<file path="config.mk">
export PLATFORM = sky130hd
export DESIGN_NAME = bus_rr_arbiter
export DESIGN_NICKNAME = d
export VERILOG_FILES = /design/src/rtl/bus_arb_pkg.sv /design/src/rtl/rr_picker.sv /design/src/rtl/bus_rr_arbiter.sv
export SDC_FILE = /design/constraint.sdc
export NUM_CORES = 1
export LEC_CHECK = 0
export CAP_MARGIN = 20
export CORE_MARGIN = 4
export CORE_UTILIZATION = 44
export DETAILED_ROUTE_END_ITERATION = 10
export PLACE_DENSITY = 0.9
export REMOVE_ABC_BUFFERS = 1
export SLEW_MARGIN = 5
export SYNTH_ARGS = -nofsm -noshare
export SYNTH_HDL_FRONTEND = slang
export SYNTH_SLANG_ARGS = --single-unit
</file>
<file path="constraint.sdc">
create_clock -name clk -period 3.05 [get_ports clk]
set_input_delay 0.61 -clock clk [delete_from_list [all_inputs] [get_ports clk]]
set_output_delay 0.61 -clock clk [all_outputs]
set_load 0.02 [all_outputs]
</file>
<file path="src/rtl/bus_arb_pkg.sv">
// Shared definitions for the bus arbiter/router.
// Holds the FSM state encoding, the ID-field width, the arbitration mode
// encodings and a helper that extracts the destination ID from a packet.
package bus_arb_pkg;

  typedef enum logic [1:0] {
    IDLE = 2'd0,
    POP  = 2'd1,
    PUSH = 2'd2
  } state_t;

  localparam int ID_W       = 8;
  localparam int IDX_W      = 4;   // wide enough for up to 16 devices
  localparam int MODE_RR    = 0;
  localparam int MODE_FIXED = 1;
  localparam int MAX_PKT_W  = 256; // widest packet id_of() accepts

  // Destination ID lives in the top ID_W bits of a pkt_w-bit packet.
  // The packet is passed zero-extended to MAX_PKT_W bits.
  function automatic logic [ID_W-1:0] id_of(input logic [MAX_PKT_W-1:0] packet,
                                            input int pkt_w);
    return ID_W'(packet >> (pkt_w - ID_W));
  endfunction

endpackage

</file>
<file path="src/rtl/rr_picker.sv">
// Combinational winner picker for the bus arbiter.
// Rotates the request vector so the search starts at the pointer, takes the
// lowest set bit of the rotated vector, then maps it back to a device index.
// Ports:
//   req   - request vector, one bit per device
//   ptr   - round-robin start index (ignored in fixed mode)
//   mode  - 0 = round-robin, 1 = fixed priority (lowest index wins)
//   valid - at least one request present
//   idx   - index of the winning device
module rr_picker
  import bus_arb_pkg::*;
#(
  parameter int N = 4
) (
  input  logic [N-1:0]     req,
  input  logic [IDX_W-1:0] ptr,
  input  logic             mode,
  output logic             valid,
  output logic [IDX_W-1:0] idx
);

  logic [IDX_W-1:0] base;
  logic [N-1:0]     rot;
  logic [IDX_W-1:0] off;
  logic [IDX_W:0]   sum;

  // Rotate-and-encode: doubling the vector makes the wrap-around a plain shift
  always_comb begin
    base  = (mode == 1'b1) ? {IDX_W{1'b0}} : ptr;
    rot   = N'({req, req} >> base);
    off   = {IDX_W{1'b0}};
    // Scan downwards so the lowest set bit is the one that sticks
    for (int i = N - 1; i >= 0; i--) begin
      if (rot[i]) begin
        off = IDX_W'(i);
      end else begin
        off = off;
      end
    end
    sum = {1'b0, base} + {1'b0, off};
    if (sum >= (IDX_W+1)'(N)) begin
      idx = IDX_W'(sum - (IDX_W+1)'(N));
    end else begin
      idx = sum[IDX_W-1:0];
    end
    valid = |req;
  end

endmodule

</file>
<file path="src/rtl/bus_rr_arbiter.sv">
// Shared-bus arbiter/router for drvrs FIFO-fronted devices.
// Each transfer runs IDLE -> POP -> PUSH: pick a pending device, pop its head
// packet, then deliver it by the destination ID in the packet's top byte as a
// unicast, a broadcast (everyone but the source) or a counted drop.
// Ports:
//   clk, reset - clock and asynchronous active-high reset
//   pndng      - per-device "FIFO not empty"
//   D_pop      - per-device head packet, device i at [i*pckg_sz +: pckg_sz]
//   pop        - one-hot pop strobe to the granted device
//   push       - push strobe(s) to destination device(s)
//   D_push     - packet being delivered (valid while any push bit is high)
//   busy       - FSM not in IDLE
//   gnt_id     - index of the last granted device
//   drop_cnt   - saturating count of packets with an invalid ID
module bus_rr_arbiter
  import bus_arb_pkg::*;
#(
  parameter int         drvrs     = 4,
  parameter int         pckg_sz   = 16,
  parameter logic [7:0] broadcast = 8'hFF,
  parameter int         mode      = 0
) (
  input  logic                     clk,
  input  logic                     reset,
  input  logic [drvrs-1:0]         pndng,
  input  logic [drvrs*pckg_sz-1:0] D_pop,
  output logic [drvrs-1:0]         pop,
  output logic [drvrs-1:0]         push,
  output logic [pckg_sz-1:0]       D_push,
  output logic                     busy,
  output logic [3:0]               gnt_id,
  output logic [15:0]              drop_cnt
);

  localparam logic FIXED = (mode == MODE_FIXED) ? 1'b1 : 1'b0;

  state_t             state;
  logic [IDX_W-1:0]   ptr;
  logic [IDX_W-1:0]   ptr_next;
  logic [pckg_sz-1:0] packet;
  logic               pick_valid;
  logic [IDX_W-1:0]   pick_idx;
  logic               src_pend;
  logic [pckg_sz-1:0] src_data;
  logic [ID_W-1:0]    id;
  logic               is_bcast;
  logic               is_uni;
  logic               is_drop;

  rr_picker #(.N(drvrs)) u_picker (
    .req   (pndng),
    .ptr   (ptr),
    .mode  (FIXED),
    .valid (pick_valid),
    .idx   (pick_idx)
  );

  assign ptr_next = (gnt_id == IDX_W'(drvrs - 1)) ? {IDX_W{1'b0}} : gnt_id + 4'd1;
  assign busy     = (state != IDLE);
  assign D_push   = packet;

  // Select the granted device's pending flag and head packet
  always_comb begin
    src_pend = 1'b0;
    src_data = {pckg_sz{1'b0}};
    for (int i = 0; i < drvrs; i++) begin
      src_pend = (IDX_W'(i) == gnt_id) ? pndng[i] : src_pend;
      src_data = (IDX_W'(i) == gnt_id) ? D_pop[i*pckg_sz +: pckg_sz] : src_data;
    end
  end

  // Classify the captured packet; broadcast is checked first so it always wins
  always_comb begin
    id       = id_of(MAX_PKT_W'(packet), pckg_sz);
    is_bcast = (id == broadcast);
    is_uni   = !is_bcast && (int'(id) < drvrs);
    is_drop  = !is_bcast && !is_uni;
  end

  // Strobes decode straight from state so an asynchronous reset kills them at once
  always_comb begin
    pop  = {drvrs{1'b0}};
    push = {drvrs{1'b0}};
    for (int i = 0; i < drvrs; i++) begin
      pop[i]  = (state == POP) && src_pend && (IDX_W'(i) == gnt_id);
      push[i] = (state == PUSH) &&
                ((is_uni && (id == ID_W'(i))) || (is_bcast && (IDX_W'(i) != gnt_id)));
    end
  end

  // Transfer FSM with grant, pointer, packet register and drop counter
  always_ff @(posedge clk or posedge reset) begin
    if (reset) begin
      state    <= IDLE;
      gnt_id   <= 4'd0;
      ptr      <= {IDX_W{1'b0}};
      packet   <= {pckg_sz{1'b0}};
      drop_cnt <= 16'd0;
    end else begin
      case (state)
        IDLE: begin
          if (pick_valid) begin
            gnt_id <= pick_idx;
            state  <= POP;
          end else begin
            state  <= IDLE;
          end
        end
        POP: begin
          // Source may have emptied since it was picked; abort without moving the pointer
          if (src_pend) begin
            packet <= src_data;
            ptr    <= ptr_next;
            state  <= PUSH;
          end else begin
            state  <= IDLE;
          end
        end
        PUSH: begin
          if (is_drop && (drop_cnt != 16'hFFFF)) begin
            drop_cnt <= drop_cnt + 16'd1;
          end
          state <= IDLE;
        end
        default: begin
          state <= IDLE;
        end
      endcase
    end
  end

endmodule

</file>
== Word level (Yosys, flattened, before mapping) ==
Cells that the tools add are included.
Word-level totals
  logic and storage cells: 78
  flip-flop bits (word level): 42
Operators by class
  magnitude comparators: 2
  equality and inequality tests: 14
  reductions and logical operators: 35
  shift-type cells: 1
  $add $sub $neg: 4
  muxes and demuxes: 17
Operators by type and width (number)
  2-to-1 mux 16 bit: 4
  logical AND 1 bit: 20
  2-to-1 mux 4 bit: 5
  adder 16 x 1 -> 16 bit (second input constant): 1
  equality test 8 x 2 -> 1 bit (second input constant): 2
  != test 16 bit (second input constant): 1
  equality test 2 x 4 -> 1 bit (first input constant): 2
  equality test 8 x 1 -> 1 bit (second input constant): 1
  equality test 8 bit (second input constant): 1
  zero test 8 bit: 1
  < comparator 8 x 3 -> 1 bit (second input constant): 1
  != test 2 x 4 -> 1 bit (first input constant): 2
  right shift 8 x 4 -> 4 bit: 1
  AND reduction 2 bit: 3
  adder 4 x 4 -> 5 bit: 1
  greater-or-equal comparator 5 x 3 -> 1 bit (second input constant): 1
  2-to-1 mux 1 bit: 5
  adder 4 x 1 -> 4 bit (second input constant): 1
  equality test 1 x 4 -> 1 bit (first input constant): 1
  equality test 4 x 2 -> 1 bit (second input constant): 1
  zero test 4 bit: 1
  logical OR 1 bit: 4
  2-to-1 mux 2 bit: 2
  != test 1 x 4 -> 1 bit (first input constant): 1
  other kinds (9): 10

== Longest topological paths before layout ==
  depth after elaboration: 8
  mapped depth: 15
  gate-level depth less buffers: 14

== By module ==
Synthesis repeated with hierarchy kept, for this count alone.
Second synthesis, totals
  cell total of the unflattened synthesis: 371
  area total of the unflattened synthesis: 2965.3 um^2
Modules (own cells, without submodules)
  bus_rr_arbiter: area each 2479.9 um^2, cells an instance 301, sequential area each 1051.0 um^2, instances 1
  rr_picker: area each 485.5 um^2, cells an instance 70, sequential area each 0.0 um^2, instances 1

== Worst setup path after synthesis ==
Ideal clock, no wire load.
  kind: input to register
  from: in pndng[0]
  to: reg gnt_id[3]
  required time: 2907 ps
  cell stages on the path: 14
  setup slack: 109 ps
  arrival: 2798 ps
  cell sequence: nor2b_1 -> mux2i_1 -> o22a_1 -> or3_1 -> a21oi_1 -> ha_1 -> inv_1 -> fa_1 -> xnor2_1 -> ha_1 -> nand2_1 -> nor2_1 -> o41ai_1 -> o21ai_0
Between the ends
  longest elaborated chain between the ends: 8
RTL lines
  start, declared: RTL line bus_rr_arbiter.sv:25  | input logic [drvrs-1:0] pndng,
  right shift 8 x 4 -> 4 bit: RTL line rr_picker.sv:30  | rot = N'({req, req} >> base);
  2-to-1 mux 2 bit: RTL line rr_picker.sv:34  | if (rot[i]) begin
  2-to-1 mux 4 bit (3 in a row): RTL line rr_picker.sv:34
  adder 4 x 4 -> 5 bit: RTL line rr_picker.sv:40  | sum = {1'b0, base} + {1'b0, off};
  subtractor 4 x 3 -> 4 bit or greater-or-equal comparator 5 x 3 -> 1 bit (tied branches): RTL line rr_picker.sv:42, rr_picker.sv:41
  2-to-1 mux 4 bit: RTL line rr_picker.sv:41  | if (sum >= (IDX_W+1)'(N)) begin
  end signal, assigned: RTL line bus_rr_arbiter.sv:103  | gnt_id <= pick_idx;
  end, declared: RTL line bus_rr_arbiter.sv:31  | output logic [3:0] gnt_id,
Parallel ways exist; a longest one is shown, timed or not.
A chain may end at the register's enable or synchronous reset.

== Final worst setup path ==
  from: reg ptr[2]
  to: reg gnt_id[3]
Between the ends
  longest elaborated chain between the ends: 8
RTL lines
  start, declared: RTL line bus_rr_arbiter.sv:38  | logic [IDX_W-1:0] ptr;
  start signal, assigned: RTL line bus_rr_arbiter.sv:96  | ptr <= {IDX_W{1'b0}};
  start signal, assigned: RTL line bus_rr_arbiter.sv:113  | ptr <= ptr_next;
  right shift 8 x 4 -> 4 bit: RTL line rr_picker.sv:30
  2-to-1 mux 2 bit: RTL line rr_picker.sv:34
  2-to-1 mux 4 bit (3 in a row): RTL line rr_picker.sv:34
  adder 4 x 4 -> 5 bit *: RTL line rr_picker.sv:40
  subtractor 4 x 3 -> 4 bit or greater-or-equal comparator 5 x 3 -> 1 bit (tied branches): RTL line rr_picker.sv:42, rr_picker.sv:41
  2-to-1 mux 4 bit *: RTL line rr_picker.sv:41
Every way passes the cells marked *; elsewhere a longest branch is shown, timed or not.

==> impl_metrics.json <==
{
  "layout_common_cells": "clkdlybuf4s50_1, nand2_1, a21oi_1",
  "core_mm2": 0.006061,
  "avgSynthCellArea_um2": 8.124,
  "drv_slew": 0,
  "dp_hpwl_mm": 6.192,
  "start_util_pct": 46.24,
  "cp.arrival_ns": 3.11,
  "area_growth_pct": 51.56,
  "ys_seq_area_share_pct": 37.50,
  "ir_drop_mv": 0.5869,
  "rows": 28,
  "slowest_stage": "dfrtp_2",
  "drc": 0,
  "slew_headroom_pct": 54.64,
  "fin_crit_sh_pct": 96.40,
  "final_nets": 542,
  "cp-start-kind": "flip-flop",
  "p_sw_share_pct": 43.12,
  "final_common_cell": "clkdlybuf4s50_1",
  "final_hold_viol_count": 0,
  "grt_pass1_wl_mm": 12.87,
  "final_core_util_pct": 70.09,
  "fin_area_mm2": 0.004248,
  "h-tree-depth": 2,
  "io_buffers": 114,
  "drt_iter0_markers": 127,
  "via_per_inst": 5.408,
  "min_period_ns": 2.940,
  "whs_ns": 0.4855,
  "clk_latency_ns": 0.30,
  "fillers": 474,
  "diodes": 0,
  "clk_path_buf_depth": 2,
  "crit_fanout": 5,
  "synth_edf_count": 0,
  "hold_buffers": 0,
  "pwr-share-seq_pct": 26.2,
  "cts-root-buf": "clkbuf_8",
  "fmax_mhz": 340.1,
  "grt_util_all_layers_pct": 21.08,
  "num_vias": 2915,
  "switching_power_mw": 1.500,
  "tightest_slew_ns": 0.6779,
  "ys_seq_elements": 42,
  "leakage_nw": 1.870,
  "cpMostUsedCell": "buf_4",
  "synth_cell_type_count": 48,
  "dpl_cell_area_mm2": 0.004056,
  "drv_cap": 0,
  "clkPwrFrac_pct": 15.3,
  "tns_ns": 0,
  "first_pass_iters": 5,
  "cp-end-kind": "flip-flop",
  "synth_area_mm2": 0.002803,
  "finalClockSkew_ns": 0.004763,
  "worstPathCellList": "nor2b_1, mux2i_1, o22a_1, or3_4, a21oi_2, ha_2, inv_2, fa_2, xnor2_2, buf_4, buf_4, o41ai_1, o21ai_0",
  "antenna_found_initial": 0,
  "worst-endpoint-required_ns": 3.22,
  "clk_pin_slew_worst_paths_ns": 0.09,
  "async_flop_share_pct": 100.0,
  "netlist_instances": 345,
  "pwr-share-comb_pct": 58.6,
  "ys.flop_type": "dfrtp_1",
  "die_w_um": 87.81,
  "power_density_mw_per_mm2": 819.1,
  "boundaryPins": 115,
  "dieHeight_um": 87.81,
  "grt_pass1_vias": 2810,
  "status": "completed",
  "hp-class": "reg2reg",
  "yosysWarnings": 0,
  "totalWireLength_mm": 8.134,
  "numCtsBuffers": 5,
  "overflow": 0,
  "grt_max_degree": 43,
  "dieArea_mm2": 0.007711,
  "cts_sinks": 42,
  "setup-violations-final": 0,
  "gp_congestion": 0.8303,
  "internal_power_mw": 1.979,
  "cts_tree": "done",
  "antenna_left": 0,
  "wl_per_cell_um": 15.09,
  "drive_gt1_share_pct": 11.64,
  "worstSetupPathType": "reg2reg",
  "cpPeakStageDelay_ns": 0.46
}
## per-layer routing
metal	GRT usage [%]	part of all wire (%)	vias to the layer above
li1	-	-	1428
met1	23.58	39	1370
met2	39.73	52	105
met3	5.833	7.9	12
met4	4.324	1.4	0
met5	0	0	-
## through the flow
step | instances | total power, mW | worst slack [ns]
final | 539 | 3.479 | 0.1097
after global placement | 528 | 2.808 | -0.4531
after floorplan | 323 | 2.079 | -0.3207
after detailed placement | 528 | 2.892 | -0.5317
after CTS | 538 | 3.471 | 0.008882
after global routing | 539 | 3.750 | -0.003205
## Yosys cell counts (2+ instances only)
cell / n / share of area, %
a211oi_1: 2 / 0.54
a21oi_1: 42 / 7.5
a22oi_1: 16 / 4.3
a31oi_1: 2 / 0.45
and2_1: 7 / 1.6
and3_1: 5 / 1.1
and4_1: 2 / 0.63
buf_1: 3 / 0.40
buf_2: 8 / 1.4
clkbuf_1: 9 / 1.2
dfrtp_1: 42 / 38
ha_1: 8 / 3.6
inv_1: 26 / 3.5
mux2_2: 4 / 1.6
mux2i_1: 4 / 1.4
nand2_1: 49 / 6.6
nand3_1: 10 / 1.8
nand4_1: 7 / 1.6
nor2_1: 17 / 2.3
nor2b_1: 3 / 0.67
nor3_1: 5 / 0.89
o21ai_0: 34 / 6.1
or3_1: 2 / 0.45
xnor2_1: 10 / 3.1
xor2_1: 5 / 1.6
## flip-flops by register name, summed over array words and instances (netlist names)
signal and flops:
D_push 16, drop_cnt 16, ptr 4, gnt_id 4
state 2
## cells by family (layout without fill, tap and decap cells)
logic type	count (synthesis)	in the layout	share of synthesized area [%]
mux	8	8	3.036
fa+ha+maj	9	9	4.286
simple gates	117	117	21.12
compound gates	106	106	22.28
buf+inv	48	167	7.098
flops	42	42	37.50
xor+xnor	15	15	4.687
## final timing paths
path / from / to / slack, ns / cells past startpoint
min reg2reg: D_push[7] / D_push[7] / 0.49 / 2
max in group asynchronous: reset / ptr[2] / 1.92 / 3
max: ptr[2] / gnt_id[3] / 0.11 / 13
min in group asynchronous: reset / gnt_id[1] / 0.74 / 3
min: D_push[7] / D_push[7] / 0.49 / 2
max reg2reg: ptr[2] / gnt_id[3] / 0.11 / 13
## critical path: cells and delay by family (launching register included)
kind	cells	cell delay [ns]
buffers and inverters	3	0.30
and+or+nand+nor	2	0.49
AOI/OAI and AO/OA	4	0.77
muxes	1	0.09
adders and majority gates	2	0.54
xor gates and xnor gates	1	0.15
DFF	1	0.46
## power by group through the flow
| stage | registers [mW] | logic (mW) | clock network, mW |
|---|---|---|---|
| after floorplan | 1.03 | 1.05 | 0 |
| after global placement | 0.896 | 1.91 | 0 |
| after detailed placement | 0.912 | 1.98 | 0 |
| after CTS | 0.904 | 2.03 | 0.535 |
| after global routing | 0.936 | 2.25 | 0.559 |
| final | 0.910 | 2.04 | 0.531 |
## layout make-up
type | count | area, um2 | area share (%)
clock inverters | 3 | 68.82 | 1.620
flip-flops and latches | 42 | 1054 | 24.80
multi-input cells | 255 | 1590 | 37.44
inverters | 26 | 97.59 | 2.297
repair buffers | 133 | 1275 | 30.01
well taps | 75 | 93.84 | 2.209
clock buffers | 5 | 68.82 | 1.620
## timing repair
action / in CTS / in global routing
buffers inserted: 2 / 1
setup endpoints to repair: 5 / 2
resized for setup: 17 / 6
cloned: 0 / 0
pin swaps: 7 / 8
No activity file was read; power rests on OpenSTA's default activity.
